===== src/rtl/qam_pkg.sv =====
// Shared types and constants for the 16QAM transmit symbol scheduler.
// The LFSR constants are only consumed when QAM_TX_SCRAMBLE_EN is defined.
package qam_pkg;

    typedef enum logic [1:0] {
        IDLE     = 2'd0,
        PREAMBLE = 2'd1,
        PAYLOAD  = 2'd2,
        GAP      = 2'd3
    } state_t;

    // Symbols are packed as {sym_i[1:0], sym_q[1:0]}
    localparam logic [3:0] PRE_EVEN_SYM = 4'b1111;
    localparam logic [3:0] PRE_ODD_SYM  = 4'b0000;
    localparam logic [3:0] PAD_SYM      = 4'b0101;

    localparam logic [6:0] LFSR_SEED = 7'h7F;
    localparam logic [6:0] LFSR_TAPS = 7'b110_0000;

endpackage


===== src/rtl/qam_lfsr.sv =====
// x^7+x^6+1 payload scrambler; output is the MSB of the register.
// Instantiated by qam_tx_sched only when QAM_TX_SCRAMBLE_EN is defined.
module qam_lfsr
    import qam_pkg::*;
(
    input  logic clk_carrier,
    input  logic rst,
    input  logic load,
    input  logic advance,
    output logic scr_bit
);

    logic [6:0] lfsr_q, lfsr_d;

    always_comb begin
        lfsr_d = lfsr_q;
        if (load) begin
            lfsr_d = LFSR_SEED;
        end else if (advance) begin
            lfsr_d = {lfsr_q[5:0], ^(lfsr_q & LFSR_TAPS)};
        end
    end

    always_ff @(posedge clk_carrier or posedge rst) begin
        if (rst) begin
            lfsr_q <= '0;
        end else begin
            lfsr_q <= lfsr_d;
        end
    end

    assign scr_bit = lfsr_q[6];

endmodule


===== src/rtl/qam_tx_sched.sv =====
// Frame/symbol scheduler for a 16QAM transmitter: preamble, payload, gap.
// Optional payload scrambling is enabled with the QAM_TX_SCRAMBLE_EN macro.
module qam_tx_sched
    import qam_pkg::*;
#(
    parameter int SYM_DIV      = 200,
    parameter int PREAMBLE_LEN = 8,
    parameter int FRAME_LEN    = 32,
    parameter int GAP_LEN      = 4
) (
    input  logic       clk_carrier,
    input  logic       rst,
    input  logic       start,
    input  logic       bit_in,
    input  logic       bit_valid,
    output logic       bit_ready,
    output logic [1:0] sym_i,
    output logic [1:0] sym_q,
    output logic       sym_stb,
    output logic [7:0] count_num,
    output logic       busy,
    output logic       underrun
);

    localparam logic [7:0] CNT_LAST   = 8'(SYM_DIV - 1);
    localparam logic [7:0] PRE_LAST   = 8'(PREAMBLE_LEN - 1);
    localparam logic [7:0] FRAME_LAST = 8'(FRAME_LEN - 1);
    localparam logic [7:0] GAP_LAST   = 8'(GAP_LEN - 1);

    state_t     state_q, state_d;
    logic [7:0] count_q, count_d;
    logic [7:0] sym_cnt_q, sym_cnt_d;
    logic [3:0] buf_q, buf_d;
    logic [2:0] occ_q, occ_d;
    logic [3:0] symbol_q, symbol_d;
    logic       stb_q, stb_d;
    logic       underrun_q, underrun_d;
    logic       pend_q, pend_d;

    logic tick;
    logic accept;
    logic in_bit;
    logic scr_bit;

    assign tick      = (state_q != IDLE) && (count_q == CNT_LAST);
    assign bit_ready = ((state_q == PREAMBLE) || (state_q == PAYLOAD)) && (occ_q < 3'd4);
    assign accept    = bit_valid && bit_ready;
    assign in_bit    = bit_in ^ scr_bit;

`ifdef QAM_TX_SCRAMBLE_EN
    logic scr_load;
    // Reseed on every entry to PREAMBLE, whether from IDLE or straight from GAP
    assign scr_load = (state_d == PREAMBLE) && (state_q != PREAMBLE);

    qam_lfsr u_lfsr (
        .clk_carrier (clk_carrier),
        .rst         (rst),
        .load        (scr_load),
        .advance     (accept),
        .scr_bit     (scr_bit)
    );
`else
    assign scr_bit = 1'b0;
`endif

    always_comb begin
        state_d    = state_q;
        count_d    = count_q;
        sym_cnt_d  = sym_cnt_q;
        buf_d      = buf_q;
        occ_d      = occ_q;
        symbol_d   = symbol_q;
        stb_d      = 1'b0;
        underrun_d = 1'b0;
        pend_d     = pend_q;

        if (start && (state_q != IDLE)) begin
            pend_d = 1'b1;
        end

        // Bits fill MSB first: sym_i[1], sym_i[0], sym_q[1], sym_q[0]
        if (accept) begin
            buf_d[2'd3 - occ_q[1:0]] = in_bit;
            occ_d = occ_q + 3'd1;
        end

        if ((state_q == IDLE) || tick) begin
            count_d = '0;
        end else begin
            count_d = count_q + 8'd1;
        end

        case (state_q)
            IDLE: begin
                if (start) begin
                    state_d   = PREAMBLE;
                    sym_cnt_d = '0;
                end
            end
            PREAMBLE: begin
                if (tick) begin
                    stb_d    = 1'b1;
                    symbol_d = sym_cnt_q[0] ? PRE_ODD_SYM : PRE_EVEN_SYM;
                    if (sym_cnt_q == PRE_LAST) begin
                        state_d   = PAYLOAD;
                        sym_cnt_d = '0;
                    end else begin
                        sym_cnt_d = sym_cnt_q + 8'd1;
                    end
                end
            end
            PAYLOAD: begin
                if (tick) begin
                    stb_d = 1'b1;
                    if (occ_q == 3'd4) begin
                        symbol_d = buf_q;
                        occ_d    = accept ? 3'd1 : 3'd0;
                        if (accept) begin
                            buf_d[3] = in_bit;
                        end
                    end else begin
                        // Underrun keeps the partial nibble for the next tick
                        symbol_d   = PAD_SYM;
                        underrun_d = 1'b1;
                    end
                    if (sym_cnt_q == FRAME_LAST) begin
                        state_d   = GAP;
                        sym_cnt_d = '0;
                        occ_d     = '0;
                        buf_d     = '0;
                    end else begin
                        sym_cnt_d = sym_cnt_q + 8'd1;
                    end
                end
            end
            GAP: begin
                if (tick) begin
                    stb_d    = 1'b1;
                    symbol_d = PAD_SYM;
                    if (sym_cnt_q == GAP_LAST) begin
                        sym_cnt_d = '0;
                        pend_d    = 1'b0;
                        state_d   = (pend_q || start) ? PREAMBLE : IDLE;
                    end else begin
                        sym_cnt_d = sym_cnt_q + 8'd1;
                    end
                end
            end
            default: begin
                state_d = IDLE;
            end
        endcase
    end

    always_ff @(posedge clk_carrier or posedge rst) begin
        if (rst) begin
            state_q    <= IDLE;
            count_q    <= '0;
            sym_cnt_q  <= '0;
            buf_q      <= '0;
            occ_q      <= '0;
            symbol_q   <= '0;
            stb_q      <= 1'b0;
            underrun_q <= 1'b0;
            pend_q     <= 1'b0;
        end else begin
            state_q    <= state_d;
            count_q    <= count_d;
            sym_cnt_q  <= sym_cnt_d;
            buf_q      <= buf_d;
            occ_q      <= occ_d;
            symbol_q   <= symbol_d;
            stb_q      <= stb_d;
            underrun_q <= underrun_d;
            pend_q     <= pend_d;
        end
    end

    assign sym_i     = symbol_q[3:2];
    assign sym_q     = symbol_q[1:0];
    assign sym_stb   = stb_q;
    assign underrun  = underrun_q;
    assign count_num = count_q;
    assign busy      = (state_q != IDLE);

endmodule


===== config.mk =====
export PLATFORM = sky130hd
export DESIGN_NAME = qam_tx_sched
export DESIGN_NICKNAME = d
export VERILOG_FILES = /design/src/rtl/qam_pkg.sv /design/src/rtl/qam_lfsr.sv /design/src/rtl/qam_tx_sched.sv
export SDC_FILE = /design/constraint.sdc
export NUM_CORES = 1
export LEC_CHECK = 0
export ABC_AREA = 0
export CAP_MARGIN = 20
export CORE_UTILIZATION = 52
export CTS_BUF_LIST = sky130_fd_sc_hd__clkbuf_8
export CTS_CLUSTER_DIAMETER = 80
export DETAILED_ROUTE_END_ITERATION = 8
export PLACE_DENSITY = 0.78
export SYNTH_ARGS = -nofsm -noshare
export SYNTH_HDL_FRONTEND = slang
export SYNTH_SLANG_ARGS = --single-unit
export TNS_END_PERCENT = 50

===== constraint.sdc =====
create_clock -name clk_carrier -period 2.2 [get_ports clk_carrier]
set_input_delay 0.66 -clock clk_carrier [delete_from_list [all_inputs] [get_ports clk_carrier]]
set_output_delay 0.66 -clock clk_carrier [all_outputs]
set_load 0.01 [all_outputs]

==> impl_metrics.yaml <==
finish:
  n_antenna_cell: 0
  fin_util_pct: 69.49
  fin_area_um2: 2337
  n_fill_cell: 268
  final_nets: 246
  syn2layout_area_growth_pct: 26.39
  multi_input_area_um2: 997.2
  seq_area_um2: 800.8
  drive_above_1_share_pct: 16.88
  final_cells: 277
logic_synthesis:
  yosysWarnings: 0
  synth_edf_count: 0
  synth_top_area_share_pct: 43.30
  synth_fa_ha_area_share_pct: 7.442
  seq_area_frac_synth_pct: 43.30
  avgSynthCellArea_um2: 9.682
  ys_top_cells_by_area: "dfrtp_1 43%, ha_1 7.4%, nor2_1 4.3%"
  synthCells: 191
  synthArstFlopShare_pct: 100.0
  synth_mux_area_share_pct: 1.759
  synthSimpleGateAreaFrac_pct: 21.99
  synth_xor_area_share_pct: 3.315
  synth_top_flop_cell: "dfrtp_1"
  synth_area_leader_cell: "dfrtp_1"
  synth_compound_area_share_pct: 18.61
  synth_top_family_by_area: "simple AND/OR/NAND/NOR gates"
  synth_area_um2: 1849
  postSynthNetCount: 207
  ys_ff_latch: 32
  synth_cell_types: 47
critical_path:
  reg2regPathDepth: 5
  r2r-start: "sym_cnt_q[6]$_DFFE_PP0P_"
  r2r-end: "state_q[1]$_DFFE_PP0P_"
  start_kind: "register"
  reg2reg_slack_ns: 0.1
  cp.required_ns: 2.37
  critPathCaptureType: "register"
  crit_arrival_ns: 2.27
  crit_type: "register to register"
  crit_fanout: 6
die:
  die-height_um: 61.64
  dieArea_um2: 3799
  start_util_pct: 54.99
  num_rows: 21
  core_area_um2: 3363
  die_w_um: 61.64
  pin_count: 21
clock_network:
  clk_latency_ns: 0.29
  htree_levels: 2
  clockRootBuffer: "clkbuf_8"
  cts.sinks: 32
  clkTransAtPathRegs_ns: 0.07
  cts_buffer_depth: 2
  cts_tree: "done"
  cts_buffers: 5
  cts_hold_buf: 0
timing:
  setup_tns_ns: 0
  post-route-period-util_pct: 95.54
  worstMarginPinSlew_ns: 0.5324
  hold_violations: 0
  rsz0062_at_grt: "no"
  finalMaxSlewViolations: 0
  min_period_ns: 2.102
  timing.hold.ws_ns: 0.4788
  timing.fmax_mhz: 475.8
  setup_violations: 0
  postLayoutSetupSlackWorst_ns: 0.09819
  slew-limit-headroom_pct: 64.51
  skew_ns: 0.005729
power:
  p_comb_share_pct: 54.4
  power_mw: 3.232
  p_seq_share_pct: 28.4
  powerDensity_nw_per_um2: 1383
  p_leak_nw: 1.091
  p_clk_share_pct: 17.2
  peakVddDrop_mv: 0.7521
  switching_share_pct: 40.24
  p_int_mw: 1.931
  power_switching_mw: 1.300
grt:
  grt_max_degree: 33
  grt_pass1_vias: 1549
  grt_usage_pct: 25.38
  grt_use_met1_pct: 29.22
  grtUsageMet2_pct: 45.31
  grt.overflow.total: 0
  grt_antenna_before_repair: 0
  grt_first_pass_wirelength_mm: 6.858
  gr-usage-met3_pct: 6.933
  busiest_layer: "met2"
min_path:
  hold_class: "register to register"
  hold_path_end: "count_num[0]$_DFF_PP0_"
  holdCritStartpoint: "count_num[0]$_DFF_PP0_"
  hold_path_depth: 1
placement:
  place_worst_setup_slack_ns: 0.03717
  place_area_um2: 2210
  dp_hpwl_mm: 3.025
  gp_congestion: 0.8445
  numPortBuffers: 20
  placedCellCount: 268
routing:
  drtIter0Drc: 38
  final_antenna_net_count: 0
  vias: 1526
  via_per_inst: 5.509
  drtPass1Iterations: 4
  drc: 0
  drt_wl_total_mm: 4.172
  wire_per_inst_um: 15.06
flow_run:
  maxCapViolations: 0
run_status:
  outcome: "finished, final reports clean"
-- Yosys cell counts (2+ instances only) --
library cell,number
a21o_1,4
a21oi_1,8
a22o_1,5
and3_1,6
buf_2,2
clkbuf_1,5
dfrtp_1,32
ha_1,11
inv_1,6
nand2_1,17
nand3_1,12
nor2_1,21
nor2b_1,4
nor3_1,5
nor4_1,3
o21a_1,4
o21ai_0,2
o21ai_1,8
or3_1,3
xnor2_1,3
xor2_1,4
-- sequential cells by signal (all words and copies together) (netlist names) --
register and flops:
count_num 8, sym_cnt_q 8, buf_q 4, symbol_q 4, occ_q 3, state_q 2
pend_q 1, sym_stb 1, underrun 1
-- cells in the final DEF, fill, tap and decap left out, types with 5 or more instances in the layout --
cell	instances
ha_1	10
buf_4	20
o21ai_1	8
a21oi_1	8
dfrtp_1	32
a22o_1	5
nand3_1	12
nand2_1	17
nor3_1	5
and3_1	6
clkbuf_8	5
inv_1	6
nor2_1	21
clkdlybuf4s50_1	18
-- power groups by stage --
stage / Sequential [mW] / Combinational, mW / Clock (mW)
after floorplan: 0.934 / 1.08 / 0
after global placement: 0.911 / 1.64 / 0
after detailed placement: 0.926 / 1.71 / 0
after CTS: 0.912 / 1.73 / 0.559
after global routing: 0.937 / 1.93 / 0.587
final: 0.917 / 1.76 / 0.556
-- worst max path at each step --
stage / startpoint / end / slack [ns] / cells after the start
after floorplan: state_q[0]$_DFFE_PP0P_ / sym_cnt_q[4]$_DFFE_PP0P_ / 0.08 / 7
after global placement: state_q[1]$_DFFE_PP0P_ / bit_ready / 0.09 / 4
after detailed placement: state_q[1]$_DFFE_PP0P_ / bit_ready / 0.04 / 4
after CTS: state_q[0]$_DFFE_PP0P_ / bit_ready / 0.04 / 4
after global routing: state_q[1]$_DFFE_PP0P_ / sym_cnt_q[0]$_DFFE_PP0P_ / 0.01 / 9
final: sym_cnt_q[6]$_DFFE_PP0P_ / state_q[1]$_DFFE_PP0P_ / 0.1 / 5
-- per-layer routing --
| layer | vias up | share of wire [%] |
|---|---|---|
| met5 | - | 0 |
| met4 | 0 | 1.7 |
| met3 | 7 | 3.3 |
| met2 | 33 | 50 |
| met1 | 736 | 45 |
| li1 | 750 | - |
-- cell type report --
cell class | count | share of cell area, %
clock buffers | 5 | 2.944
clock inverters | 3 | 1.660
inverters | 7 | 1.124
multi-input cells | 144 | 42.67
flip-flops and latches | 32 | 34.26
well taps | 46 | 2.463
repair buffers | 40 | 14.88
-- cell families after synthesis --
logic type	Yosys count
multiplexers	3
buffers and inverters	15
adder cells (fa/ha/maj)	11
XOR/XNOR	7
flip-flops	32
AND/OR/NAND/NOR	79
AO/OA/AOI/OAI	44
-- critical path, cell delays in order, from the launching register on --
cell and delay [ns]:
dfrtp_1 0.41, or3_1 0.47, o41ai_4 0.37, a31oi_2 0.23, nor2_1 0.16, mux2_1 0.34
-- what timing repair did --
item                                    CTS  global route
resized for setup                         2             3
setup buffers                             1             0
endpoints found under the setup margin    2             1
Power figures use the tool's default switching activity.
==> RTL change: new RTL, same settings <==
Add a define of `QAM_TX_SCRAMBLE_EN`.
--- a/src/rtl/qam_tx_sched.sv
+++ b/src/rtl/qam_tx_sched.sv
@@ -1,4 +1,6 @@
 // Frame/symbol scheduler for a 16QAM transmitter: preamble, payload, gap.
 // Optional payload scrambling is enabled with the QAM_TX_SCRAMBLE_EN macro.
+`define QAM_TX_SCRAMBLE_EN
+
 module qam_tx_sched
     import qam_pkg::*;
Check against the original RTL: no difference found for any inputs over 10 cycles, from zero or initial values and one cycle with rst high; that may be too few to reach the edited logic, so the function may still have changed.
==> RTL change against the unedited design <==
Synthesized area is 20% higher; setup slack worse by 2.6 ps; cell area is 17% higher; routed wire length up 20%; sequential cell count is 7 higher.
Power is not compared: it rests on default switching activity, and its combinational part moved more than twofold at a synthesized area within 25%.
==> RTL change: results (changes against the unedited design) <==
Setup path
  – Max FO, Critical Path: 8 (+2)

GRT
  – First-pass GRT wire length: 8.35 mm (+22%)
  – GRT Overall Usage: 25.0% (-0.34 points)
  – Largest net degree at the start of global routing: 40 (+21%)

Placement
  – Hpwl dp: 3.70 mm (+22%)
  – RePlAce Congestion: 0.996 (+18%)
  – Pre-CTS WS: 26.6 ps (-10.6 ps)
  – Dpl cells: 319 (+19%)
  – Area after DPL: 2620 um2 (+19%)

Timing
  – Hold Slack: 509 ps (+29.7 ps)
  – Clk_skew: 2.98 ps (-2.74 ps)

Run status
  – Status: finished clean

Drt
  – Vias per std cell: 5.83 (+5.8%)
  – 1st-iter DRT viols: 166 (+340%)
  – Detailed-route wire length per cell: 15.3 um (+1.3%)

Layout
  – Ratio of cells with drive above 1 in the final layout: 16.6% (-0.28 points)
  – Nets: 293 (+19%)

Synth
  – Top post-synthesis cells by count: dfrtp_1 (39), nor2_1 (33), nand2_1 (19)
  – Sequential share of the synthesized area: 44.0% (+0.67 points)
  – Syn_nets: 250 (+21%)
  – Mapped Cells: 234 (+23%)
  – Synth top area cells: dfrtp_1 (44%), ha_1 (6.2%), nor2_1 (5.6%)

Worst hold path
  – Hold path cells: 2 (+1)
  – Hold Path Origin: u_lfsr.lfsr_q[0]
  – Hold EP: u_lfsr.lfsr_q[0]
==> RTL change: cell types whose count changed in the layout (fill, tap and decap cells not counted), sizes merged, moves of 4 or more <==
cell and change:
a311oi +5, nand2b +4, o22ai +7, o21a -4, nand3 -6, dfrtp +7, and3 -5, inv +4
or2 +4, nor2 +14, a21oi +10, a22o -5
==> RTL change: cell families (layout without fill, tap and decap cells) <==
logic type | Yosys count | count (layout) | synth area share (%)
AOI/OAI and AO/OA | 61 | 61 | 18.0
xor gates and xnor gates | 9 | 9 | 3.55
adders and majority gates | 11 | 11 | 6.20
buffers and inverters | 18 | 61 | 3.38
DFF | 39 | 39 | 44.0
and+or+nand+nor | 96 | 96 | 24.9
==> RTL change: worst max path at each step <==
stage                 start          endpoint  slack, ps  depth (start not counted)
5_1_grt          state_q[0]  u_lfsr.lfsr_q[0]        -10                          9
3_5_place_dp          start  u_lfsr.lfsr_q[0]         30                          5
6_report       sym_cnt_q[1]  u_lfsr.lfsr_q[0]        100                          7
4_1_cts          state_q[0]  u_lfsr.lfsr_q[5]         40                          7
3_3_place_gp          start      sym_cnt_q[6]         70                          5
2_1_floorplan    state_q[0]  u_lfsr.lfsr_q[0]        100                          7
==> RTL change: area by class of cell <==
type                            instances  area, um2
Tap cell                               50       62.6
Multi-Input combinational cell        177       1190
Clock buffer                            6       82.6
Fill cell                             307       1330
Clock inverter                          1       5.00
Timing Repair Buffer                   42        375
Inverter                               12       45.0
Sequential cell                        39        976
==> RTL change: per-layer routing <==
layer / routed length [um] / GRT usage [%] / vias up
li1: - / - / 926
met1: 2190 / 31.9 / 909
met2: 2430 / 41.4 / 61
met3: 289 / 5.91 / 10
met4: 78 / 8.78 / 0
met5: 0 / 0 / -
==> RTL change: critical path, cell delays in order (launching register included) <==
cell and delay [ps]:
dfrtp_1 390, ha_1 200, or4b_4 500, or2_1 260, nor3_2 250, nor4_4 60, buf_4 180, o221ai_2 180
==> RTL change: report_power, final <==
group | leakage (nW) | internal, W | switching, W | total (W)
clock network | 0.0470 | 0.000246 | 0.000239 | 0.000485
registers | 0.458 | 0.000837 | 0.0000989 | 0.000936
logic | 0.690 | 0.000185 | 0.000241 | 0.000426
total | 1.19 | 0.00127 | 0.000579 | 0.00185
==> RTL change: timing repair <==
item,4_1_cts,5_1_grt
endpoints found under the hold margin,0,0
setup endpoints to repair,2,11
cloned,0,0
pin swaps,0,1
buffers inserted,0,1
resized for setup,2,4
